==> config.mk <==
export PLATFORM = sky130hd
export DESIGN_NAME = seq_detect_moore
export DESIGN_NICKNAME = d
export VERILOG_FILES = /design/src/rtl/seq_detect_moore.sv
export SDC_FILE = /design/constraint.sdc
export NUM_CORES = 1
export LEC_CHECK = 0
export CORE_MARGIN = 2
export CORE_UTILIZATION = 47
export CTS_BUF_LIST = sky130_fd_sc_hd__clkbuf_16
export CTS_CLUSTER_SIZE = 24
export DETAILED_ROUTE_END_ITERATION = 8
export PLACE_DENSITY = 0.73
export SLEW_MARGIN = 20
export SYNTH_ARGS = -nofsm -noshare
export SYNTH_HDL_FRONTEND = slang
export SYNTH_SLANG_ARGS = --single-unit
==> constraint.sdc <==
create_clock -name clk -period 2.05 [get_ports clk]
set_input_delay 0.41 -clock clk [delete_from_list [all_inputs] [get_ports clk]]
set_output_delay 0.41 -clock clk [all_outputs]
set_load 0.02 [all_outputs]
==> src/rtl/seq_detect_moore.sv <==
// seq_detect_moore: Moore serial pattern detector with KMP-style
// transition table, optional overlap, and saturating match counter.
//
// Ports:
//   clk       - clock, rising edge
//   rst       - asynchronous active-high reset
//   en        - bit-valid qualifier; din sampled only when en=1
//   din       - serial data bit (pattern MSB is received first)
//   clr       - synchronous clear of state and counter (beats en)
//   det       - high while in the MATCH state (decoded from state)
//   match_cnt - saturating count of completed matches
//   state     - number of pattern prefix bits currently matched
module seq_detect_moore #(
    parameter int               PAT_W   = 4,
    parameter logic [PAT_W-1:0] PATTERN = 4'b1011,
    parameter bit               OVERLAP = 1'b1,
    parameter int               CNT_W   = 8,
    parameter int               ST_W    = $clog2(PAT_W + 1)
) (
    input  logic             clk,
    input  logic             rst,
    input  logic             en,
    input  logic             din,
    input  logic             clr,
    output logic             det,
    output logic [CNT_W-1:0] match_cnt,
    output logic [ST_W-1:0]  state
);

    localparam logic [ST_W-1:0]  ST_IDLE  = '0;
    localparam logic [ST_W-1:0]  ST_MATCH = ST_W'(PAT_W);
    localparam logic [CNT_W-1:0] CNT_MAX  = {CNT_W{1'b1}};

    // Longest pattern prefix that is a suffix of (first k pattern bits, b).
    // Evaluated only at elaboration to build the transition table.
    function automatic int next_k(input int k, input bit b);
        int  res;
        int  lim;
        int  idx;
        bit  ok;
        bit  sb;
        res = 0;
        if (!OVERLAP && k == PAT_W) begin
            res = (b == PATTERN[PAT_W-1]) ? 1 : 0;
        end else begin
            lim = (k + 1 < PAT_W) ? k + 1 : PAT_W;
            // Ascending scan: the last j that fits is the longest.
            for (int j = 1; j <= lim; j++) begin
                ok = 1'b1;
                for (int i = 0; i < j; i++) begin
                    idx = k + 1 - j + i;
                    if (idx == k)
                        sb = b;
                    else
                        sb = PATTERN[PAT_W-1-idx];
                    if (sb != PATTERN[PAT_W-1-i])
                        ok = 1'b0;
                end
                if (ok)
                    res = j;
            end
        end
        return res;
    endfunction

    logic [ST_W-1:0] tbl0 [0:PAT_W];
    logic [ST_W-1:0] tbl1 [0:PAT_W];

    for (genvar k = 0; k <= PAT_W; k++) begin : g_tbl
        localparam int N0 = next_k(k, 1'b0);
        localparam int N1 = next_k(k, 1'b1);
        assign tbl0[k] = ST_W'(N0);
        assign tbl1[k] = ST_W'(N1);
    end

    logic [ST_W-1:0]  step;
    logic [ST_W-1:0]  state_nxt;
    logic [CNT_W-1:0] cnt_nxt;

    // Table lookup; any unreachable encoding falls back to idle.
    always_comb begin
        step = ST_IDLE;
        for (int k = 0; k <= PAT_W; k++) begin
            if (state == ST_W'(k))
                step = din ? tbl1[k] : tbl0[k];
        end
    end

    // Entering MATCH, or a MATCH self-loop, both complete one match.
    always_comb begin
        state_nxt = state;
        cnt_nxt   = match_cnt;
        if (clr) begin
            state_nxt = ST_IDLE;
            cnt_nxt   = '0;
        end else if (en) begin
            state_nxt = step;
            if (step == ST_MATCH && match_cnt != CNT_MAX)
                cnt_nxt = match_cnt + 1'b1;
        end
    end

    always_ff @(posedge clk or posedge rst) begin
        if (rst) begin
            state     <= ST_IDLE;
            match_cnt <= '0;
        end else begin
            state     <= state_nxt;
            match_cnt <= cnt_nxt;
        end
    end

    assign det = (state == ST_MATCH);

endmodule

==> flow_summary_export.csv, run 1 <==
group,metric,value,unit
status,status,"completed",
place,globalplace.congestion,0.820,
clocking,clk-insertion-delay-late,0.24,ns
timing,clock_skew,0.00358,ns
logic_synthesis,yosys-mux-area-fraction,6.06,%
flow_run,cap_violations,0,
timing,setup_tns,0,ns
global_routing,overflow,0,
logic_synthesis,netlist_area,702,µm²
setup_path,cp.arrival,1.37,ns
logic_synthesis,synth.distinct_cells,35,
logic_synthesis,avgSynthCellArea,9.75,µm²
clocking,htreeDepth,1,
timing,finalMaxSlewViolations,0,
logic_synthesis,synth_compound_area_share,19.8,%
timing,fmax,560,MHz
timing,max_slew_margin,71.9,%
logic_synthesis,yosys.area_share.adder,1.78,%
setup_path,reg2reg_to,"match_cnt[0]$_DFFE_PP0P_",
setup_path,startpoint,"state[0]$_DFFE_PP0P_",
setup_path,worst-setup-path-type,"reg2out",
power,power_density,629,mW/mm²
floorplan,io_pins,17,
clocking,postCtsHoldBufs,0,
logic_synthesis,synthSimpleGateAreaFrac,29.4,%
logic_synthesis,synth-edff-count,0,
floorplan,core-area,0.00135,mm²
setup_path,crit_fanout,9,
final_layout,layout_common_cells,"15 x clkdlybuf4s50_1, 11 x dfrtp_1, 7 x inv_1, 7 x nand2_1, 4 x a21oi_1",
clocking,clockBufferDepth,2,
setup_path,crit_chain,"clkdlybuf4s50_1",
logic_synthesis,synth_xor_area_share,0,%
min_path,hp-class,"in2async",
global_routing,grt_pass1_vias,548,
power,p_leak,0.420,nW
timing,worst_pin_slew,0.421,ns
final_layout,nets,101,
timing,period_share,87.1,%
logic_synthesis,synth_top_flop_cell,"dfrtp_1",
routing,wl_per_cell,15.1,µm
logic_synthesis,synthesis.instances,72,
clocking,cts-buffers-inserted,3,
clocking,cts_repair_resize_count,0,
final_layout,final_common_cell,"clkdlybuf4s50_1",
place,hpwl,1.21,mm
setup_path,critPathLaunchType,"flop",
logic_synthesis,synth_seq_cells,11,
routing,viasPerCell,5.94,
routing,drtIter0Drc,16,
setup_path,rr_worst_depth,4,
logic_synthesis,ys_seq_area_share,39.2,%
global_routing,grt_first_pass_wirelength,2.70,mm
routing,ant_nets,0,
routing,first_pass_iters,4,
global_routing,grt_max_degree,12,
floorplan,start_util,52.0,%
setup_path,r2r_start,"match_cnt[0]$_DFFE_PP0P_",
setup_path,critPathCapture,"state[0]",
setup_path,end_kind,"output port",
setup_path,slowest_delay,0.66,ns
logic_synthesis,syn_nets,78,
final_layout,antenna_cells,0,
timing,whs,0.464,ns
logic_synthesis,synth_top_family_by_area,"simple AND/OR/NAND/NOR gates",
place,io_buffers,16,
floorplan,die_y,42.6,µm
timing,rsz0062_at_grt,"false",
setup_path,critical-path-top-delay-family,"buffers and inverters",
routing,drc,0,
timing,finalHoldViolCount,0,
final_layout,syn_to_final_growth,39.8,%
logic_synthesis,synth_warnings,0,
setup_path,cp.required,1.64,ns
global_routing,grt_use_total,20.2,%
setup_path,r2r_setup_slack,0.37,ns
clocking,cts_tree,"built",
setup_path,cpMaxStageDelayCell,"clkdlybuf4s50_1",
clocking,clk_pin_slew_worst_paths,0.04,ns
timing,setup_viol,0,
clocking,cts.sinks,11,
floorplan,num_rows,13,
routing,num_vias,647,
floorplan,die_w,42.6,µm
logic_synthesis,async_flop_share,100,%
setup_path,crit_cells,1,
timing,period_minus_slack,1.78,ns
power,peakVddDrop,534,µV
clocking,cts_setup_buffers,0,
floorplan,dieArea,0.00182,mm²
setup_path,cp_num_buf_inv,1,
final_layout,num-fill-cells,105,
routing,totalWireLength,1.64,mm
final_layout,layout-drive-gt1-share,11.7,%
clocking,clock-root-buffer,"clkbuf_16",
global_routing,antenna_found_initial,0,
==> cell type report <==
class	instances	area (µm²)	share of cell area, %
Multi-Input combinational cell	54	400	40.8
Sequential cell	11	275	28.1
Timing Repair Buffer	19	185	18.9
Clock buffer	3	75.1	7.65
Inverter	6	22.5	2.30
Tap cell	15	18.8	1.91
Clock inverter	1	3.75	0.383
==> registers in the layout, summed over array words and instances, names as in the netlist <==
name / cells
state: 3
match_cnt: 8
==> Yosys cell counts (2+ instances only) <==
library cell,count,area (µm²)
dfrtp_1,11,275
nand2_1,7,26.3
inv_1,6,22.5
a21oi_1,4,20.0
nor2_1,3,11.3
nor2b_1,3,18.8
a211oi_1,2,15.0
a41oi_1,2,17.5
and2_1,2,12.5
and3_1,2,12.5
mux2_1,2,22.5
mux2i_1,2,20.0
nand4b_1,2,17.5
nor3b_1,2,15.0
o21ai_0,2,10.0
==> stage by stage <==
stage / utilization (%) / setup WS [ns] / instances / power (mW) / area, µm²
after CTS: 72.5 / 0.0941 / 109 / 0.621 / 978
after detailed placement: 66.6 / 0.0749 / 105 / 0.268 / 900
after floorplan: - / 0.352 / 72 / 0.246 / 702
after global placement: 66.6 / 0.137 / 105 / 0.268 / 900
after global routing: 72.7 / 0.210 / 109 / 0.639 / 981
final: 72.7 / 0.265 / 109 / 0.617 / 981
==> worst min-delay path by stage <==
stage,start,end,depth (start not counted)
6_report,rst,match_cnt[7]$_DFFE_PP0P_,2
5_1_grt,rst,match_cnt[5]$_DFFE_PP0P_,2
4_1_cts,rst,match_cnt[7]$_DFFE_PP0P_,2
3_5_place_dp,match_cnt[7]$_DFFE_PP0P_,match_cnt[7]$_DFFE_PP0P_,2
3_3_place_gp,match_cnt[7]$_DFFE_PP0P_,match_cnt[7]$_DFFE_PP0P_,2
2_1_floorplan,rst,match_cnt[0]$_DFFE_PP0P_,1
==> routing by layer <==
| layer | wire [µm] | vias up | share of wire, % | track usage, % |
|---|---|---|---|---|
| met1 | 800 | 312 | 49 | 30.0 |
| li1 | - | 316 | - | - |
| met4 | 14 | 0 | 0.85 | 5.63 |
| met5 | 0 | - | 0 | 0 |
| met3 | 81 | 2 | 4.9 | 6.47 |
| met2 | 745 | 17 | 45 | 27.6 |
==> cells by family after synthesis <==
family | count (synthesis)
DFF | 11
adders and majority gates | 1
AOI/OAI and AO/OA | 18
muxes | 4
and+or+nand+nor | 31
buffers and inverters | 7
==> report_power, final <==
part           leakage [nW]  switching [mW]  total [mW]  internal [mW]
clock                0.0423          0.0958       0.352          0.256
combinational         0.225          0.0224      0.0411         0.0187
sequential            0.153         0.00437       0.224          0.220
(Power assumes the default switching activity.)
==> inputs of run 2 (changes only) <==
CAP_MARGIN = 10   (was not set)
==> results of run 2 <==
No change in the layout: final DEF, timing and power equal those of run 1.
